<file path="src/rtl/elastic_pipeline_pkg.sv">
// Shared definitions for the elastic pipeline and its consumers.
package elastic_pipeline_pkg;

  // Width of an occupancy counter that must represent 0..n inclusive.
  function automatic int cnt_w(input int n);
    return $clog2(n + 1);
  endfunction

endpackage

</file>
<file path="src/rtl/elastic_pipeline_stage.sv">
// One elastic slot: valid bit plus data register. The slot accepts new data
// when it is empty or is handing its current word downstream in the same cycle.
module elastic_stage #(
  parameter int DW = 64
) (
  input  logic          clk,
  input  logic          nreset,
  input  logic          en,
  input  logic          flush,
  input  logic          load,
  input  logic          open_nxt,
  input  logic [DW-1:0] d,
  output logic          valid,
  output logic          open_o,
  output logic [DW-1:0] q
);

  logic          valid_q, valid_d;
  logic [DW-1:0] data_q, data_d;
  logic          drain;

  assign drain  = en & valid_q & open_nxt;
  assign open_o = ~valid_q | drain;
  assign valid  = valid_q;
  assign q      = data_q;

  always_comb begin
    valid_d = valid_q;
    data_d  = data_q;
    if (load && !flush) data_d = d;
    if (flush)      valid_d = 1'b0;
    else if (load)  valid_d = 1'b1;
    else if (drain) valid_d = 1'b0;
  end

  always_ff @(posedge clk or negedge nreset) begin
    if (!nreset) valid_q <= 1'b0;
    else         valid_q <= valid_d;
  end

  // Data has no reset: it is only meaningful while valid_q is set.
  always_ff @(posedge clk) begin
    data_q <= data_d;
  end

endmodule

</file>
<file path="src/rtl/elastic_pipeline.sv">
// N-deep bubble-collapsing valid/ready pipeline with global enable, flush and
// occupancy count. The ready path is a combinational chain from ready_out back to ready_in.
module elastic_pipeline
  import elastic_pipeline_pkg::*;
#(
  parameter int DW = 64,
  parameter int N  = 16
) (
  input  logic                 clk,
  input  logic                 nreset,
  input  logic                 en,
  input  logic                 flush,
  input  logic                 valid_in,
  output logic                 ready_in,
  input  logic [DW-1:0]        data_in,
  output logic                 valid_out,
  input  logic                 ready_out,
  output logic [DW-1:0]        data_out,
  output logic [cnt_w(N)-1:0]  count
);

  localparam int CW = cnt_w(N);

  logic [N-1:0] vld;
  logic         in_xfer;

  assign in_xfer = valid_in & ready_in;

  for (genvar i = 0; i < N; i++) begin : g_stg
    logic          load;
    logic          open_nxt;
    logic          open_o;
    logic [DW-1:0] d;
    logic [DW-1:0] q;

    if (i == 0) begin : g_head
      assign load = in_xfer;
      assign d    = data_in;
    end else begin : g_body
      // Upstream stage drains exactly when it is valid and this stage is open.
      assign load = en & vld[i-1] & open_o;
      assign d    = g_stg[i-1].q;
    end

    if (i == N - 1) begin : g_tail
      assign open_nxt = ready_out;
    end else begin : g_mid
      assign open_nxt = g_stg[i+1].open_o;
    end

    elastic_stage #(.DW(DW)) u_stage (
      .clk      (clk),
      .nreset   (nreset),
      .en       (en),
      .flush    (flush),
      .load     (load),
      .open_nxt (open_nxt),
      .d        (d),
      .valid    (vld[i]),
      .open_o   (open_o),
      .q        (q)
    );
  end

  assign ready_in  = en & ~flush & g_stg[0].open_o;
  assign valid_out = vld[N-1];
  assign data_out  = g_stg[N-1].q;

  // Occupancy is the population of valid bits, so it follows every
  // load/drain/flush/reset exactly and can never leave 0..N.
  always_comb begin
    count = '0;
    for (int i = 0; i < N; i++) count = count + CW'(vld[i]);
  end

endmodule
</file>
<file path="config.mk">
export PLATFORM = sky130hd
export DESIGN_NAME = elastic_pipeline
export DESIGN_NICKNAME = d
export VERILOG_FILES = /design/src/rtl/elastic_pipeline_pkg.sv /design/src/rtl/elastic_pipeline_stage.sv /design/src/rtl/elastic_pipeline.sv
export SDC_FILE = /design/constraint.sdc
export NUM_CORES = 1
export LEC_CHECK = 0
export ABC_AREA = 1
export CAP_MARGIN = 20
export CORE_MARGIN = 2
export CORE_UTILIZATION = 55
export DETAILED_ROUTE_END_ITERATION = 6
export GPL_TIMING_DRIVEN = 0
export PLACE_DENSITY = 0.72
export SETUP_SLACK_MARGIN = 0.5
export SLEW_MARGIN = 20
export SYNTH_ARGS = -nofsm -noshare
export SYNTH_HDL_FRONTEND = slang
export SYNTH_HIERARCHICAL = 1
export SYNTH_SLANG_ARGS = --single-unit
</file>
<file path="constraint.sdc">
create_clock -name clk -period 11.1 [get_ports clk]
set_input_delay 1.665 -clock clk [delete_from_list [all_inputs] [get_ports clk]]
set_output_delay 1.665 -clock clk [all_outputs]
set_load 0.02 [all_outputs]
</file>
# Word-level counts from Yosys, hierarchy flattened
# Cells that the tools add are included.
# totals
reg_bits,1040
output_inout_bits,71
in_bits,70
word_cells,196
# op_classes
n_reduce_logical,33
add_sub_neg,15
bitwise,68
mux,48
# op_table
op,count
5-bit by 1-bit adder with 5-bit output,11
1-bit two-way mux,48
3-bit nonzero test,16
1-bit AND,35
1-bit NOT,17
1-bit logical AND,16
1-bit OR,16
4-bit by 1-bit adder with 5-bit output,1
3-bit by 1-bit adder with 4-bit output,1
2-bit by 1-bit adder with 3-bit output,1
1-bit by 1-bit adder with 2-bit output,1
1-bit logical NOT,1

# Depth between registers and ports, before layout
# logic_depth
ltp_word,37
depth_mapped,36

# Hierarchy
# The synthesis kept the hierarchy.
# by_module_without_submodules
module,area_each_um2,seq_area_each_um2,cells_each,n_inst
elastic_stage,1974.4,1946.9,72,16
elastic_pipeline,571.8,0.0,90,1

# Worst setup path after synthesis
# OpenSTA, ideal clock, no wires.
# synth_path
path_kind,input to output
from,in ready_out
to,out ready_in
required_time_ns,9.435
arrival_time_ns,4.024
path_slack_ns,5.411
cell_stages,34
path_cell_list,nand2_1 -> nand2_1 -> nand2_1 -> nand2_1 -> nand2_1 -> nand2_1 -> nand2_1 -> nand2_1 -> nand2_1 -> nand2_1 -> nand2_1 -> nand2_1 -> nand2_1 -> nand2_1 -> nand2_1 -> nand2_1 -> nand2_1 -> nand2_1 -> nand2_1 -> nand2_1 -> nand2_1 -> nand2_1 -> nand2_1 -> nand2_1 -> nand2_1 -> nand2_1 -> nand2_1 -> nand2_1 -> nand2_1 -> nand2_1 -> nand2_1 -> nand2_1 -> nand2_1 -> nor2_1
# synth_via
elab_chain_len,33
# synth_rtl
element,line_no,text
from (decl),elastic_pipeline.sv:17,"input logic ready_out,"
1-bit AND,elastic_pipeline_stage.sv:22,assign drain = en & valid_q & open_nxt;
1-bit OR,elastic_pipeline_stage.sv:23,assign open_o = ~valid_q | drain;
via g_stg[14].open_nxt,elastic_pipeline.sv:31,logic open_nxt;
1-bit AND,elastic_pipeline_stage.sv:22,
1-bit OR,elastic_pipeline_stage.sv:23,
via g_stg[13].open_nxt,elastic_pipeline.sv:31,
1-bit AND,elastic_pipeline_stage.sv:22,
1-bit OR,elastic_pipeline_stage.sv:23,
via g_stg[12].open_nxt,elastic_pipeline.sv:31,
[2 not listed],n/a,
via g_stg[11].open_nxt,elastic_pipeline.sv:31,
[2 not listed],n/a,
via g_stg[10].open_nxt,elastic_pipeline.sv:31,
[2 not listed],n/a,
via g_stg[10].open_o,elastic_pipeline.sv:32,logic open_o;
[2 not listed],n/a,
via g_stg[8].open_nxt,elastic_pipeline.sv:31,
[2 not listed],n/a,
via g_stg[7].open_nxt,elastic_pipeline.sv:31,
[2 not listed],n/a,
via g_stg[6].open_nxt,elastic_pipeline.sv:31,
[2 not listed],n/a,
via g_stg[5].open_nxt,elastic_pipeline.sv:31,
[2 not listed],n/a,
via g_stg[4].open_nxt,elastic_pipeline.sv:31,
[2 not listed],n/a,
via g_stg[3].open_nxt,elastic_pipeline.sv:31,
[2 not listed],n/a,
via g_stg[2].open_nxt,elastic_pipeline.sv:31,
[2 not listed],n/a,
via g_stg[1].open_nxt,elastic_pipeline.sv:31,
1-bit AND,elastic_pipeline_stage.sv:22,
1-bit OR,elastic_pipeline_stage.sv:23,
via g_stg[0].open_nxt,elastic_pipeline.sv:31,
1-bit AND,elastic_pipeline_stage.sv:22,
1-bit OR,elastic_pipeline_stage.sv:23,
via g_stg[0].open_o,elastic_pipeline.sv:32,
1-bit AND,elastic_pipeline.sv:65,assign ready_in = en & ~flush & g_stg[0].open_o;
to (decl),elastic_pipeline.sv:14,"output logic ready_in,"
# The timed path passes the listed nets, and every way through them passes these cells.

# Final worst setup path
# layout_path
from,in en
to,out ready_in
# layout_via
elab_chain_len,34
word_cells_on_any_way,50
# layout_rtl
element,line_no,text
from (decl),elastic_pipeline.sv:11,"input logic en,"
1-bit AND (2 in a row),elastic_pipeline_stage.sv:22,
1-bit OR,elastic_pipeline_stage.sv:23,
via g_stg[14].open_nxt,elastic_pipeline.sv:31,
1-bit AND,elastic_pipeline_stage.sv:22,
1-bit OR,elastic_pipeline_stage.sv:23,
via g_stg[13].open_nxt,elastic_pipeline.sv:31,
1-bit AND,elastic_pipeline_stage.sv:22,
1-bit OR,elastic_pipeline_stage.sv:23,
via g_stg[12].open_nxt,elastic_pipeline.sv:31,
[2 not listed],n/a,
via g_stg[11].open_nxt,elastic_pipeline.sv:31,
[2 not listed],n/a,
via g_stg[10].open_nxt,elastic_pipeline.sv:31,
[2 not listed],n/a,
via g_stg[10].open_o,elastic_pipeline.sv:32,
[2 not listed],n/a,
via g_stg[8].open_nxt,elastic_pipeline.sv:31,
[2 not listed],n/a,
via g_stg[7].open_nxt,elastic_pipeline.sv:31,
[2 not listed],n/a,
via g_stg[6].open_nxt,elastic_pipeline.sv:31,
[2 not listed],n/a,
via g_stg[5].open_nxt,elastic_pipeline.sv:31,
[2 not listed],n/a,
via g_stg[4].open_nxt,elastic_pipeline.sv:31,
[2 not listed],n/a,
via g_stg[3].open_nxt,elastic_pipeline.sv:31,
[2 not listed],n/a,
via g_stg[2].open_nxt,elastic_pipeline.sv:31,
[2 not listed],n/a,
via g_stg[1].open_nxt,elastic_pipeline.sv:31,
1-bit AND,elastic_pipeline_stage.sv:22,
1-bit OR,elastic_pipeline_stage.sv:23,
via g_stg[0].open_nxt,elastic_pipeline.sv:31,
1-bit AND,elastic_pipeline_stage.sv:22,
1-bit OR,elastic_pipeline_stage.sv:23,
via g_stg[0].open_o,elastic_pipeline.sv:32,
1-bit AND,elastic_pipeline.sv:65,
# The timed path passes the listed nets, and every way through them passes these cells.

==> impl_metrics.json <==
{
  "setup_violations": 0,
  "detailedRoute.firstIterationViolations": 523,
  "n_antenna_cell": 0,
  "postCtsSetupRepairBufs": 0,
  "cp_num_buf_inv": 2,
  "place_area_um2": 34700,
  "highest_layer": "met4",
  "end_kind": "primary output",
  "finClkSkew_ns": 0.0220,
  "ys_seq_area_share_pct": 96.9,
  "die_x_um": 246,
  "irDropWorstVdd_v": 0.000106,
  "hold_viol": 0,
  "fp.dieH_um": 246,
  "fin_crit_ns": 8.46,
  "drc": 0,
  "crit_slowest_cell": "clkdlybuf4s50_1",
  "die_area_um2": 60400,
  "htreeDepth": 3,
  "critical-path-top-delay-family": "simple AND/OR/NAND/NOR gates",
  "grt_util_all_layers_pct": 11.4,
  "cts_buffer_depth": 3,
  "place_congestion": 0.771,
  "first_pass_iters": 5,
  "hold_buffers": 0,
  "final_util_pct": 65.0,
  "gr-total-overflow": 0,
  "tightestPinTransition_ns": 0.795,
  "cp_slowest_stage_delay_ns": 0.93,
  "drtAntennaViolNets": 0,
  "max_slew_margin_pct": 46.9,
  "yosys_warnings": 6,
  "cap_violations": 0,
  "route.met3.wl_mm": 1.43,
  "syn_to_final_growth_pct": 16.9,
  "routed-via-count": 10710,
  "clk_pin_slew_worst_paths_ns": 0.06,
  "antenna_found_initial": 0,
  "fmax_mhz": 118,
  "preCtsSetupSlack_ns": 2.87,
  "port_buffers": 140,
  "wl_met2_mm": 16.5,
  "cts_tree": "built",
  "crit_arrival_ns": 6.80,
  "postLayoutCellArea_um2": 37600,
  "synth_cells": 1242,
  "rsz0062_at_grt": "false",
  "synth_compound_area_share_pct": 0.0350,
  "cpMostUsedCell": "nand2_1",
  "worstSetupStartpointType": "input pin",
  "cp_max_fo": 19,
  "outcome": "finished, final reports clean",
  "fp-row-count": 88,
  "synth_top_family_by_area": "simple AND/OR/NAND/NOR gates",
  "cts_sinks": 1040,
  "synth_area_um2": 32200,
  "cts.root.buffer_cell": "clkbuf_16",
  "fillers": 3563,
  "start_util_pct": 55.6,
  "ys_seq_elements": 1040,
  "setup_tns_ns": 0,
  "viasPerCell": 4.61,
  "syn_nets": 1327,
  "grt_pass1_wl_mm": 54.4,
  "drive_gt1_share_pct": 9.82,
  "numCtsBuffers": 91,
  "wl_per_cell_um": 14.1,
  "worstHoldPathType": "reg -> reg",
  "criticalPathCategory": "in -> out",
  "synthSimpleGateAreaFrac_pct": 1.51,
  "synth_xor_area_share_pct": 0.0272,
  "fin_ws_ns": 2.64,
  "rrSetupSlack_ns": 6.08,
  "coreArea_um2": 57800,
  "muxShareOfSynthArea_pct": 0,
  "synth_cell_types": 15,
  "leakagePower_uw": 0.0121,
  "finalCritPeriodShare_pct": 76.2,
  "syn_area_per_cell_um2": 25.9,
  "postCtsResizedCells": 0,
  "critPathRequiredTime_ns": 9.44,
  "synth_fa_ha_area_share_pct": 0.817,
  "drv_slew": 0,
  "dp_hpwl_mm": 18.9,
  "p_per_area_nw_per_um2": 193,
  "layout.nets": 1569,
  "io_pins": 141,
  "grt_pass1_vias": 10807,
  "wl_met1_mm": 13.8,
  "grt_max_degree": 65,
  "wirelength_mm": 32.8,
  "clk_latency_ns": 0.63
}
[cells in the mapped netlist]
cell type | count | share of area, %
buf_6 | 1 | 0.035
a21oi_1 | 1 | 0.016
and3_2 | 1 | 0.023
nand3_1 | 19 | 0.30
inv_1 | 61 | 0.71
nor2_1 | 16 | 0.19
ha_1 | 5 | 0.19
xnor2_1 | 1 | 0.027
edfxtp_1 | 1024 | 96
fa_1 | 10 | 0.62
o22ai_1 | 1 | 0.019
nor3b_1 | 1 | 0.023
dfrtp_1 | 16 | 1.2
nand2_1 | 84 | 0.98
inv_2 | 1 | 0.012
[layer usage]
layer  up-vias  GRT usage [%]
li1       5332              -
met1      5048           14.4
met2       241           18.7
met3        89           2.59
met4         0           5.97
met5         -              0
[worst paths after layout]
path | cells past startpoint | endpoint | startpoint
max in group asynchronous | 1 | g_stg[14].u_stage/valid$_DFFE_PN0P_ | nreset
worst max-delay path | 36 | ready_in | en
min in group asynchronous | 1 | g_stg[1].u_stage/valid$_DFFE_PN0P_ | nreset
worst min-delay path | 0 | g_stg[5].u_stage/q[5]$_DFFE_PP_ | g_stg[4].u_stage/q[5]$_DFFE_PP_
worst max register to register | 35 | g_stg[0].u_stage/q[6]$_DFFE_PP_ | g_stg[15].u_stage/valid$_DFFE_PN0P_
worst min register to register | 0 | g_stg[5].u_stage/q[5]$_DFFE_PP_ | g_stg[4].u_stage/q[5]$_DFFE_PP_
[state kept, by name, indices dropped and copies added (netlist names)]
name and cells:
g_stg.u_stage/q 1024, g_stg.u_stage/valid 16
[placed cells by master (no fill, tap or decap)]
| master | count |
|---|---|
| clkbuf_16 | 92 |
| xnor2_1 | 1 |
| clkbuf_1 | 23 |
| buf_6 | 1 |
| nand2_1 | 84 |
| dfrtp_1 | 16 |
| ha_1 | 5 |
| clkinv_8 | 3 |
| clkinvlp_4 | 7 |
| inv_6 | 2 |
| clkinv_2 | 13 |
| bufinv_16 | 7 |
| inv_2 | 10 |
| inv_1 | 45 |
| clkinv_1 | 19 |
| edfxtp_1 | 1024 |
| and3_2 | 1 |
| buf_12 | 9 |
| clkdlybuf4s50_1 | 140 |
| fa_1 | 10 |
| nand3_1 | 19 |
| nor3b_1 | 1 |
| o22ai_1 | 1 |
| clkbuf_8 | 1 |
| inv_4 | 7 |
| a21oi_1 | 1 |
| nor2_1 | 16 |
[layout make-up]
class / instances / area (µm²) / area share (%)
Sequential cell: 1040 / 31100 / 82.9
Clock buffer: 116 / 2400 / 6.39
Timing Repair Buffer: 149 / 1580 / 4.21
Tap cell: 765 / 957 / 2.55
Multi-Input combinational cell: 139 / 768 / 2.04
Clock inverter: 51 / 465 / 1.24
Inverter: 62 / 250 / 0.666
Buffer: 1 / 11.3 / 0.0300
[kinds of logic after synthesis]
kind of cell / count (synthesis)
and+or+nand+nor: 121
buffers and inverters: 63
DFF: 1040
xor gates and xnor gates: 1
adders and majority gates: 15
AOI/OAI and AO/OA: 2
[metrics by stage]
step | instances | power, µW | hold slack [ns]
after CTS | 2323 | 7370 | 0.399
after global placement | 2147 | 4390 | 0.402
after detailed placement | 2156 | 4390 | 0.405
after floorplan | 1242 | 4360 | 0.400
final | 2323 | 7270 | 0.399
after global routing | 2323 | 7500 | 0.403
[worst reg2reg max path, delay by kind of cell, from the launching register on]
family | cells | cell delay (ns)
and+or+nand+nor | 34 | 3.64
buffers and inverters | 1 | 0.54
DFF | 1 | 0.42
[report_power, final]
| part | switching (µW) | internal [µW] |
|---|---|---|
| Combinational | 17.4 | 24.4 |
| Sequential | 2.83 | 4270 |
| Clock | 1260 | 1700 |
Power figures use the tool's default switching activity.
